`config.mk`:
```
export PLATFORM = sky130hd
export DESIGN_NAME = player_flow_controller
export DESIGN_NICKNAME = d
export VERILOG_FILES = /design/src/rtl/game_pkg.sv /design/src/rtl/move_repeat_timer.sv /design/src/rtl/player_flow_controller.sv
export SDC_FILE = /design/constraint.sdc
export NUM_CORES = 1
export LEC_CHECK = 0
export CORE_ASPECT_RATIO = 1.5
export CORE_MARGIN = 3
export CORE_UTILIZATION = 44
export DETAILED_ROUTE_END_ITERATION = 8
export PLACE_DENSITY_LB_ADDON = 0.15
export SYNTH_ARGS = -nofsm -noshare
export SYNTH_HDL_FRONTEND = slang
export SYNTH_SLANG_ARGS = --single-unit
```
`constraint.sdc`:
```
create_clock -name clk -period 2 [get_ports clk]
set_input_delay 0.4 -clock clk [delete_from_list [all_inputs] [get_ports clk]]
set_output_delay 0.4 -clock clk [all_outputs]
set_load 0.02 [all_outputs]
```
`src/rtl/game_pkg.sv`:
```
// Shared definitions for the player sequencing logic: phase encoding,
// direction bit positions and screen geometry.
package game_pkg;

  typedef enum logic [2:0] {
    PH_IDLE      = 3'd0,
    PH_PLAY      = 3'd1,
    PH_DYING     = 3'd2,
    PH_RESPAWN   = 3'd3,
    PH_GAME_OVER = 3'd4
  } phase_t;

  localparam int DIR_UP    = 0;
  localparam int DIR_DOWN  = 1;
  localparam int DIR_LEFT  = 2;
  localparam int DIR_RIGHT = 3;

  localparam int SCREEN_W = 640;
  localparam int SCREEN_H = 480;

  // Wide enough for the longest countdown (death freeze).
  localparam int TIMER_W = 7;

  function automatic logic [3:0] pick_dir(input logic [3:0] b);
    logic [3:0] d;
    d = '0;
    if (b[DIR_UP])         d[DIR_UP]    = 1'b1;
    else if (b[DIR_DOWN])  d[DIR_DOWN]  = 1'b1;
    else if (b[DIR_LEFT])  d[DIR_LEFT]  = 1'b1;
    else if (b[DIR_RIGHT]) d[DIR_RIGHT] = 1'b1;
    return d;
  endfunction

endpackage

```
`src/rtl/move_repeat_timer.sv`:
```
// Tick down-counter shared by move auto-repeat and the death freeze.
// Expires on the tick that takes it to terminal count, then reloads itself.
module move_repeat_timer
  import game_pkg::*;
(
  input  logic               clk,
  input  logic               rst,
  input  logic               tick,
  input  logic               restart,
  input  logic [TIMER_W-1:0] load_val,
  output logic               expire
);

  logic [TIMER_W-1:0] count;

  always_ff @(posedge clk) begin
    if (!rst) begin
      count <= '0;
    end else if (restart) begin
      count <= load_val;
    end else if (tick && count != '0) begin
      count <= (count == TIMER_W'(1)) ? load_val : count - TIMER_W'(1);
    end
  end

  assign expire = tick && (count == TIMER_W'(1));

endmodule

```
`src/rtl/player_flow_controller.sv`:
```
// Game-phase sequencer for the player: lives, score, respawn reset and
// rate-limited, bounds-checked move strobes.
//   state        | meaning
//   PH_IDLE      | power-up, waiting for any button press
//   PH_PLAY      | player live, moves/goal/death evaluated each cycle
//   PH_DYING     | frozen for DEATH_TICKS frame ticks
//   PH_RESPAWN   | single cycle holding the player at its start position
//   PH_GAME_OVER | no lives left, waiting for any button press
module player_flow_controller
  import game_pkg::*;
#(
  parameter int MOVE_TICKS  = 8,
  parameter int DEATH_TICKS = 60,
  parameter int LIVES       = 3,
  parameter int STEP        = 12,
  parameter int H_MAX       = SCREEN_W - STEP,
  parameter int V_MAX       = SCREEN_H - STEP,
  parameter int GOAL_V      = 12
) (
  input  logic        clk,
  input  logic        rst,
  input  logic        tick,
  input  logic [3:0]  btns,
  input  logic [11:0] hPos,
  input  logic [11:0] vPos,
  input  logic        player_dead,
  output logic        upEnable,
  output logic        downEnable,
  output logic        leftEnable,
  output logic        rightEnable,
  output logic        move_strobe,
  output logic [3:0]  move_dir,
  output logic        player_rst_n,
  output logic [2:0]  lives,
  output logic [7:0]  score,
  output logic [2:0]  phase
);

  phase_t state, state_nx;
  logic [3:0] btns_q, sel_q;
  logic [3:0] rise, sel;
  logic       sel_rise, dir_change, goal, expire;
  logic [12:0] h13, v13;
  logic [3:0] legal;

  logic [2:0] lives_nx;
  logic [7:0] score_nx;
  logic       strobe_nx;
  logic [3:0] dir_nx, en_nx;
  logic       restart;
  logic [TIMER_W-1:0] load_val;

  assign rise       = btns & ~btns_q;
  assign sel        = pick_dir(btns);
  assign sel_rise   = |(sel & rise);
  assign dir_change = (sel != sel_q);
  assign goal       = vPos < 12'(GOAL_V);

  // 13-bit compares so pos + STEP cannot wrap.
  assign h13 = {1'b0, hPos};
  assign v13 = {1'b0, vPos};
  assign legal[DIR_UP]    = v13 >= 13'(STEP);
  assign legal[DIR_DOWN]  = (v13 + 13'(STEP)) <= 13'(V_MAX);
  assign legal[DIR_LEFT]  = h13 >= 13'(STEP);
  assign legal[DIR_RIGHT] = (h13 + 13'(STEP)) <= 13'(H_MAX);

  move_repeat_timer u_timer (
    .clk      (clk),
    .rst      (rst),
    .tick     (tick),
    .restart  (restart),
    .load_val (load_val),
    .expire   (expire)
  );

  always_comb begin
    state_nx  = state;
    lives_nx  = lives;
    score_nx  = score;
    strobe_nx = 1'b0;
    dir_nx    = '0;
    en_nx     = '0;
    restart   = 1'b1;
    load_val  = TIMER_W'(MOVE_TICKS);
    case (state)
      PH_IDLE, PH_GAME_OVER: begin
        if (|rise) begin
          state_nx = PH_RESPAWN;
          lives_nx = 3'(LIVES);
          score_nx = '0;
        end
      end
      PH_RESPAWN: state_nx = PH_PLAY;
      PH_DYING: begin
        restart = 1'b0;
        if (expire) state_nx = PH_RESPAWN;
      end
      PH_PLAY: begin
        en_nx   = legal;
        restart = sel_rise || dir_change;
        if (player_dead) begin
          restart  = 1'b1;
          load_val = TIMER_W'(DEATH_TICKS);
          if (lives == 3'd1) begin
            state_nx = PH_GAME_OVER;
            lives_nx = '0;
          end else begin
            state_nx = PH_DYING;
            lives_nx = lives - 3'd1;
          end
        end else if (goal) begin
          if (score != 8'hFF) score_nx = score + 8'd1;
          state_nx = PH_RESPAWN;
        end else if ((sel_rise || (expire && !restart && |sel)) && |(sel & legal)) begin
          // Blocked moves vanish, but the repeat timer keeps its cadence.
          strobe_nx = 1'b1;
          dir_nx    = sel;
        end
      end
      default: state_nx = PH_IDLE;
    endcase
  end

  always_ff @(posedge clk) begin
    if (!rst) begin
      state        <= PH_IDLE;
      btns_q       <= '0;
      sel_q        <= '0;
      lives        <= 3'(LIVES);
      score        <= '0;
      player_rst_n <= 1'b0;
      move_strobe  <= 1'b0;
      move_dir     <= '0;
      upEnable     <= 1'b0;
      downEnable   <= 1'b0;
      leftEnable   <= 1'b0;
      rightEnable  <= 1'b0;
    end else begin
      state        <= state_nx;
      btns_q       <= btns;
      sel_q        <= sel;
      lives        <= lives_nx;
      score        <= score_nx;
      player_rst_n <= (state_nx == PH_PLAY) || (state_nx == PH_DYING);
      move_strobe  <= strobe_nx;
      move_dir     <= dir_nx;
      upEnable     <= en_nx[DIR_UP];
      downEnable   <= en_nx[DIR_DOWN];
      leftEnable   <= en_nx[DIR_LEFT];
      rightEnable  <= en_nx[DIR_RIGHT];
    end
  end

  assign phase = state;

endmodule

```
Word-level counts from Yosys, hierarchy flattened:

Index checks and enable logic that the tools add are counted.

* register bits: 39
* latch bits: 0
* memory bits (writable): 0
* bits in read-only memories: 0
* output and inout bits: 24
* memories kept: 0

* add/subtract/negate cells: 5
* $mul: 0
* div/mod/pow operators: 0
* $lt $le $gt $ge: 5
* equal/unequal tests: 15
* shift-type cells: 0
* mux-type cells: 30
* bitwise operators: 7
* reductions and logical operators: 23

Operators by type and width (count)
* two-way mux 8 bit: 4
* two-way mux 3 bit: 9
* adder 12 x 4 -> 13 bit, second input constant: 2
* greater-or-equal comparator 12 x 4 -> 1 bit, second input constant: 2
* two-way mux 7 bit: 3
* OR reduction 4 bit: 5
* case mux 8 bit (2 select lines): 1
* <= comparator 13 x 10 -> 1 bit, second input constant: 1
* <= comparator 13 x 9 -> 1 bit, second input constant: 1
* AND 4 bit: 3
* less-than comparator 12 x 4 -> 1 bit, second input constant: 1
* two-way mux 6 bit: 2
* case mux 3 bit (4 select lines): 1
* inequality test 2 bit, second input constant: 5
* equality test 3 x 1 -> 1 bit, second input constant: 3
* equality test 3 x 2 -> 1 bit, second input constant: 3
* adder 8 x 1 -> 8 bit, second input constant: 1
* inequality test 8 bit, second input constant: 1
* equality test 7 x 1 -> 1 bit, second input constant: 1
* two-way mux 1 bit: 7
* nonzero test 7 bit: 1
* subtractor 7 x 1 -> 7 bit, second input constant: 1
* case mux 3 bit (2 select lines): 1
* logical AND 1 bit: 5
* 16 further kinds: 21

Depth between registers and ports, before layout:

Gate-level depths: netlist (run 1).

* depth after elaboration: 14
* mapped depth: 8
* depth with buffers taken out: 8

Hierarchy:

From an unflattened synthesis (run 1), not the netlist that was laid out.

* cells, all modules: 285
* area total of the unflattened synthesis: 2394.8 sq um

Modules (own cells, without submodules)
* player_flow_controller: instances 1, cells an instance 224, area an instance 1888.1 sq um
* move_repeat_timer: instances 1, cells an instance 61, area an instance 506.7 sq um

Worst setup path after synthesis (run 1):

No wires, ideal clock.

* kind: input -> register
* start point: input btns[0]
* end point: register score[5]
* library setup time: 0.117 ns
* arrival time: 2.046 ns
* data required time: 1.883 ns
* slack: -0.164 ns
* stages on the path: 6
* path buffers: 0
* cell sequence: ha_1 > o41ai_1 > o31ai_1 > nand4_1 > xor2_1 > nor2_1

* word-level cells in the longest chain between the ends: 4

RTL lines
* from (decl): RTL line player_flow_controller.sv:23 `input logic [3:0] btns,`
* AND 4 bit: RTL line player_flow_controller.sv:53 `assign rise = btns & ~btns_q;`
* OR reduction 4 bit: RTL line player_flow_controller.sv:87 `if (|rise) begin`
* inequality test 2 bit (no source line)
* AND reduction 5 bit (no source line)
* to (signal assigned): RTL line player_flow_controller.sv:143 `score <= score_nx;`
* to (decl): RTL line player_flow_controller.sv:35 `output logic [7:0] score,`

No other way between the ends.
A chain may end at the register's enable or synchronous reset.

Final worst setup path (run 1):

* start point: input btns[0]
* end point: register u_timer.count[0]

* word-level cells in the longest chain between the ends: 7
* elaborated cells between the ends (all ways): 11
* those cells by class: eq/ne: 1; mux: 5; bitwise: 2; reduce/logical: 3

RTL lines
* two-way mux 1 bit, or another cell as far along: RTL line game_pkg.sv:27 `if (b[DIR_UP]) d[DIR_UP] = 1'b1;`
* AND 4 bit: RTL line player_flow_controller.sv:55 `assign sel_rise = |(sel & rise);`
* OR reduction 4 bit: RTL line player_flow_controller.sv:55
* logical OR 1 bit *: RTL line player_flow_controller.sv:100 `restart = sel_rise || dir_change;`
* two-way mux 1 bit *: RTL line player_flow_controller.sv:101 `if (player_dead) begin`
* case mux 1 bit (2 select lines) *: RTL line player_flow_controller.sv:85 `case (state)`
* two-way mux 7 bit or nonzero test 2 bit (tied branches)
* to (signal assigned): RTL line move_repeat_timer.sv:20 `count <= load_val;`
* to (signal assigned): RTL line move_repeat_timer.sv:22 `count <= (count == TIMER_W'(1)) ? load_val : count - TIMER_W'(1);`
* to (decl): RTL line move_repeat_timer.sv:14 `logic [TIMER_W-1:0] count;`

Every way passes the cells marked *; elsewhere a longest branch is shown, timed or not.

==> flow_summary.yaml, run 1 <==
min_path:
  holdCritPathClass: "input port to flop"
  min_path_cells: 3
  min_to: "btns_q[3]"
  worstHoldStart: "btns[3]"
floorplan:
  start_util_pct: 45.8
  rows: 31
  dieArea_um2: 5950
  num_io_pins: 56
  core_area_um2: 4850
  die-height_um: 93.0
  fp.dieW_um: 64.0
logic_synthesis:
  yosysSeqAreaShare_pct: 34.3
  synth-async-reset-ratio_pct: 0
  synth_nets: 320
  ys.flop_type: "dfxtp_1"
  netlist-cell-type-count: 53
  synth-edff-count: 0
  synth-seq-cells: 38
  syn_avg_cell_area_um2: 8.04
  syn-cell-area_um2: 2220
  yosysTopAreaCell: "dfxtp_1"
  synth.area.top_cells: "dfxtp_1 34%, ha_1 6.8%, nor2_1 4.7%, nor3_1 4.3%, nand2_1 4.1%"
  synth_top_area_share_pct: 34.3
  ys.warnings.count: 0
  netlist_instances: 276
clock_network:
  clock_latency_ns: 0.29
  clockBufferDepth: 2
  cts_made_buffers: 5
  cts_root_buf: "clkbuf_8"
  cts_sinks: 38
  h-tree-depth: 2
  cts_tree: "built"
  clk_pin_slew_ns: 0.07
timing:
  timing.final.hold_violations: 0
  clock.fmax_mhz: 491
  slew_viol_final: 0
  slew_headroom_pct: 70.3
  setup_tns_ns: -0.106
  finClkSkew_ns: 0.00595
  period_minus_slack_ns: 2.04
  finalCritPeriodShare_pct: 102
  grt_setup_unrepaired: "true"
  setup_viol: 4
  worstMarginPinSlew_ns: 0.439
  setup_ws_ns: -0.0376
detailed_routing:
  wire_per_inst_um: 13.7
  viasPerCell: 5.49
  drt_first_pass_iters: 4
  drc: 0
  wirelength_mm: 6.14
  ant_nets: 0
  vias: 2456
  dr.first_iter.drc_count: 82
grt:
  grt_pass1_wl_mm: 10.3
  grt_max_degree: 14
  grt_antenna_before_repair: 0
  grt_overflow: 0
  globalRouteTotalUtil_pct: 21.1
  grt_pass1_vias: 2417
power_and_ir_drop:
  p_per_area_nw_per_um2: 601
  ir_drop_uv: 305
  p_leak_nw: 1.38
run:
  cap_violations: 0
cells_and_area:
  layout_commonest_cell: "buf_4"
  syn_to_final_growth_pct: 54.5
  layout-drive-gt1-share_pct: 26.0
  fillers: 398
  final_cells: 447
  fin_nets: 424
  n_antenna_cell: 0
  postLayoutCoreUtil_pct: 70.7
  most-common-layout-cells: "45 x buf_4, 41 x clkdlybuf4s50_1, 38 x dfxtp_1, 26 x nor2_1, 23 x nand2_1"
  multi_input_area_um2: 1550
  regArea_um2: 761
placement:
  portBuffers: 55
  dp.cells: 434
  gp_congestion: 0.816
  dp.final_hpwl_mm: 4.70
  dp_slack_ns: -0.573
critical_path:
  worstPathArrival_ns: 2.27
  cp_top_family: "simple AND/OR/NAND/NOR gates"
  ff2ff_path_depth: 6
  crit_fanout: 3
  critPathRequiredTime_ns: 2.23
  reg2reg_slack_ns: 0.22
  reg2reg_to: "move_dir[3]"
  worst-path-buf-inv: 1
  worstReg2RegStart: "phase[0]"
  endpoint_kind: "flop"
  cp_cell_sequence: "buf_6, or4b_4, mux2_4, or4_4, o21ai_4, nand2_2, nor2_1"
  worstSetupPathType: "input port to flop"
  crit_path_top_delay_cell: "or4b_4"
  max_stage_delay_ns: 0.56
  start_kind: "input port"
run_status:
  outcome: "finished, violations left"
  violations: "setup timing"
[worst max-delay path by stage]
stage,startpoint,to,cells after the start
2_1_floorplan,btns[1],u_timer.count[0],7
3_3_place_gp,hPos[2],move_strobe,8
3_5_place_dp,btns[1],u_timer.count[6],7
4_1_cts,btns[0],u_timer.count[6],7
5_1_grt,btns[0],u_timer.count[0],7
6_report,btns[0],u_timer.count[0],7
[per-stage QoR]
step | area, µm² | power [W] | hold WS (ns)
2_1_floorplan | 2240 | 0.00118 | 0.422
3_3_place_gp | 3160 | 0.00147 | 0.480
3_5_place_dp | 3160 | 0.00149 | 0.489
4_1_cts | 3330 | 0.00204 | 0.428
5_1_grt | 3430 | 0.00218 | 0.446
6_report | 3430 | 0.00206 | 0.439
[flip-flops by register name (all words and copies together) (netlist names), 3 cells and up]
register and count:
phase 3, btns_q 4, lives 3, score 8, move_dir 4, u_timer.count 7, sel_q 3
[layout make-up]
type | count | share of cell area, %
sequential | 38 | 22.2
inverter | 14 | 1.53
timing repair buffer | 100 | 25.8
clock buffer | 6 | 2.41
tap | 66 | 2.41
clock inverter | 2 | 0.365
multi-input combinational | 221 | 45.3
[cell families after synthesis]
| family | count (synthesis) | share of synthesized area, % |
|---|---|---|
| AND/OR/NAND/NOR | 138 | 32.8 |
| multiplexers | 2 | 1.18 |
| adder cells (fa/ha/maj) | 12 | 6.76 |
| buffers and inverters | 17 | 2.93 |
| AO/OA/AOI/OAI | 60 | 18.5 |
| XOR/XNOR | 9 | 3.55 |
| flip-flops | 38 | 34.3 |
[repair_timing]
item                       4_1_cts  5_1_grt
setup buffers                    4        1
pin swaps                       13       14
setup endpoints to repair       24       20
resized for setup               37       25
hold buffers                     0        0
[cell usage after synthesis, types with 2 or more instances]
| cell | number |
|---|---|
| a211oi_1 | 2 |
| a21o_1 | 2 |
| a21oi_1 | 17 |
| a41oi_1 | 2 |
| and2_1 | 8 |
| and3_1 | 3 |
| dfxtp_1 | 38 |
| ha_1 | 12 |
| inv_1 | 14 |
| nand2_1 | 24 |
| nand2b_1 | 3 |
| nand3_1 | 14 |
| nand3b_1 | 3 |
| nand4_1 | 6 |
| nor2_1 | 28 |
| nor2b_1 | 6 |
| nor3_1 | 19 |
| nor3b_1 | 5 |
| nor4_1 | 6 |
| o211ai_1 | 5 |
| o21a_1 | 3 |
| o21ai_0 | 9 |
| o21ba_2 | 3 |
| o31ai_1 | 3 |
| o41ai_1 | 2 |
| or2_2 | 2 |
| or3_1 | 2 |
| or3b_2 | 3 |
| xnor2_1 | 2 |
| xor2_1 | 7 |
[worst register-to-register path: stages, from the launching register on]
cell and delay (ns):
dfxtp_1 0.44, nor3b_2 0.23, buf_4 0.19, nand2_1 0.14, nor2b_1 0.22, nand3b_1 0.23, a211oi_1 0.26
[layer usage]
metal	share of wire (%)	track usage (%)
met5	0	0
met4	2.6	7.75
met3	3.6	3.00
met2	55	41.2
met1	39	22.2
[power breakdown]
group / internal [W] / switching, W
combinational: 0.000340 / 0.000341
clock: 0.000277 / 0.000262
sequential: 0.000801 / 0.0000397
total: 0.00142 / 0.000643
(Power assumes the default switching activity.)
==> inputs of run 2 (changes only) <==
CORE_UTILIZATION = 45   (was 44)
SYNTH_HIERARCHICAL = 1   (was not set)
==> run 2 against run 1 <==
  * Flip-flop and latch count unchanged
  * Register-to-register slack got worse by 0.27 ns
  * Setup slack worse by 0.017 ns
  * Sequential power grew 4.5%
  * The run still ends with setup timing left
  * Clock skew increased by 0.0044 ns
  * Highest routed layer unchanged
  * Die area up 5.1%
  * Non-clock buffer count up 40
==> flow_summary.yaml, run 2 <==
run_status:
  outcome: "finished, violations left"
  violations: "setup timing"
cells_and_area:
  n_antenna_cell: 0
  fin_nets: 475
  layout-drive-gt1-share_pct: 32.9
  most-common-layout-cells: "78 x buf_4, 37 x dfxtp_1, 34 x clkdlybuf4s50_1, 29 x nor2_1, 21 x nand2_1"
  largest_register_ffs: 8
  syn_to_final_growth_pct: 68.2
  regMostFlops: "score"
  reg_top3: "score x8, u_timer/count x7"
  layout_commonest_cell: "buf_4"
  final_cells: 497
detailed_routing:
  viasPerCell: 5.54
  wirelength_mm: 7.93
  drc: 0
  route.met2.wl_mm: 4.42
  routed.top_layer: "met4"
  wl_met1_mm: 2.94
  vias: 2752
  ant_nets: 0
  wl_met3_um: 337
  dr.first_iter.drc_count: 183
  drt_first_pass_iters: 4
  wire_per_inst_um: 16.0
clock_network:
  cts_made_buffers: 5
  clockBufferDepth: 2
  clk_pin_slew_ns: 0.08
  cts_root_buf: "clkbuf_8"
  cts_hold_repair.buffers: 0
  cts_sinks: 38
  clock_latency_ns: 0.29
  h-tree-depth: 2
  cts_tree: "built"
floorplan:
  rows: 31
  num_io_pins: 56
  die-height_um: 95.3
  core_area_um2: 5000
  dieArea_um2: 6250
  start_util_pct: 47.9
  fp.dieW_um: 65.6
timing:
  timing.final.hold_violations: 0
  grt_setup_unrepaired: "true"
  setup_tns_ns: -0.0917
  slew_viol_final: 0
  finalCritPeriodShare_pct: 103
  period_minus_slack_ns: 2.05
  setup_viol: 3
  finClkSkew_ns: 0.0103
  timing.hold.ws_ns: 0.369
  clock.fmax_mhz: 487
  setup_ws_ns: -0.0550
min_path:
  min_to: "btns_q[2]"
  min_path_cells: 2
  worstHoldStart: "btns[2]"
  holdCritPathClass: "input port to flop"
critical_path:
  endpoint_kind: "flop"
  worstSetupPathType: "input port to flop"
  reg2reg_to: "u_timer/count[5]"
  worstPathArrival_ns: 2.23
  crit_fanout: 5
  reg2reg_slack_ns: -0.05
  start_kind: "input port"
  critPathRequiredTime_ns: 2.18
  worstReg2RegStart: "sel_q[2]"
  ff2ff_path_depth: 9
power_and_ir_drop:
  p_leak_nw: 1.78
  fin_total_pwr_w: 0.00269
  ir_drop_uv: 522
  p_per_area_nw_per_um2: 667
logic_synthesis:
  yosysTopAreaCell: "dfxtp_1"
  ys.flop_type: "dfxtp_1"
  syn-cell-area_um2: 2390
  ys.warnings.count: 6
  netlist-cell-type-count: 71
  yosysSeqAreaShare_pct: 31.8
  yosysMostFrequentCell: "dfxtp_1"
  synth-async-reset-ratio_pct: 0
  synth.area.top_cells: "dfxtp_1 32%, ha_1 6.3%, nor2_1 5.0%, nand2_1 3.3%, inv_1 3.0%"
  netlist_instances: 285
  synth_top_area_share_pct: 31.8
  synth-edff-count: 0
  syn_avg_cell_area_um2: 8.40
  netlist_top_cells_count: "38 x dfxtp_1, 32 x nor2_1, 21 x nand2_1"
  synth-seq-cells: 38
grt:
  grt_antenna_before_repair: 0
  grt_pass1_wl_mm: 11.0
  grt_overflow: 0
  grt_pass1_vias: 2558
  grt_max_degree: 27
  globalRouteTotalUtil_pct: 22.3
run:
  cap_violations: 0
placement:
  portBuffers: 55
  dp.final_hpwl_mm: 5.07
  gp_congestion: 0.861
  dp.cells: 475
run 2: logic make-up after synthesis:
| logic type | count (synthesis) | share of synthesized area, % |
|---|---|---|
| buffers and inverters | 24 | 3.87 |
| muxes | 7 | 3.03 |
| and+or+nand+nor | 135 | 31.6 |
| AOI/OAI and AO/OA | 55 | 18.8 |
| adders and majority gates | 12 | 6.27 |
| DFF | 38 | 31.8 |
| other | 2 | 0.314 |
| xor gates and xnor gates | 12 | 4.39 |
run 2: worst max-delay path by stage:
stage                       start                to  slack [ns]  depth (start not counted)
after floorplan           btns[1]  u_timer/count[5]       -0.08                         10
after global placement    btns[2]  u_timer/count[5]       -0.60                         10
after detailed placement  btns[2]  u_timer/count[5]       -0.68                         10
after CTS                 btns[2]  u_timer/count[5]      -0.006                         10
after global routing      btns[2]  u_timer/count[5]       -0.16                         11
final                     btns[2]  u_timer/count[5]       -0.05                         11
run 2: what timing repair did:
action	4_1_cts	5_1_grt
buffers inserted	7	7
endpoints found under the setup margin	25	17
pin swaps	15	21
resized for setup	35	55
cloned	0	1
run 2: area by class of cell:
| cell class | instances | area [µm²] |
|---|---|---|
| Timing Repair Buffer | 140 | 1250 |
| Clock inverter | 1 | 30.0 |
| Inverter | 20 | 77.6 |
| Fill cell | 315 | 975 |
| Sequential cell | 38 | 762 |
| Clock buffer | 6 | 82.6 |
| Multi-Input combinational cell | 226 | 1750 |
| Tap cell | 66 | 82.6 |
run 2: where the power goes:
group / internal [W] / switching [W] / leakage, nW
clock: 0.000399 / 0.000280 / 0.0573
combinational: 0.000568 / 0.000562 / 1.41
sequential: 0.000816 / 0.0000617 / 0.311
total: 0.00178 / 0.000905 / 1.78
run 2: stage by stage:
step,setup slack [ns],cell area (µm²),util [%]
2_1_floorplan,-0.0808,2450,-
3_3_place_gp,-0.598,3580,71.6
3_5_place_dp,-0.683,3580,71.6
4_1_cts,-0.00619,3780,75.5
5_1_grt,-0.160,4030,80.5
6_report,-0.0550,4030,80.5
run 2: worst max-delay path: stages:
cell     delay [ns]
buf_8          0.10
buf_4          0.14
nor2_1         0.17
a21oi_1        0.09
o31ai_2        0.30
nand4_1        0.15
a21o_4         0.27
inv_4          0.09
nand3_4        0.08
o221a_2        0.24
o21a_1         0.18
run 2: routing by layer:
layer | vias to the layer above | track usage, %
met3 | 27 | 3.89
met4 | 0 | 9.00
met5 | - | 0
li1 | 1329 | -
met2 | 106 | 43.5
met1 | 1290 | 22.8
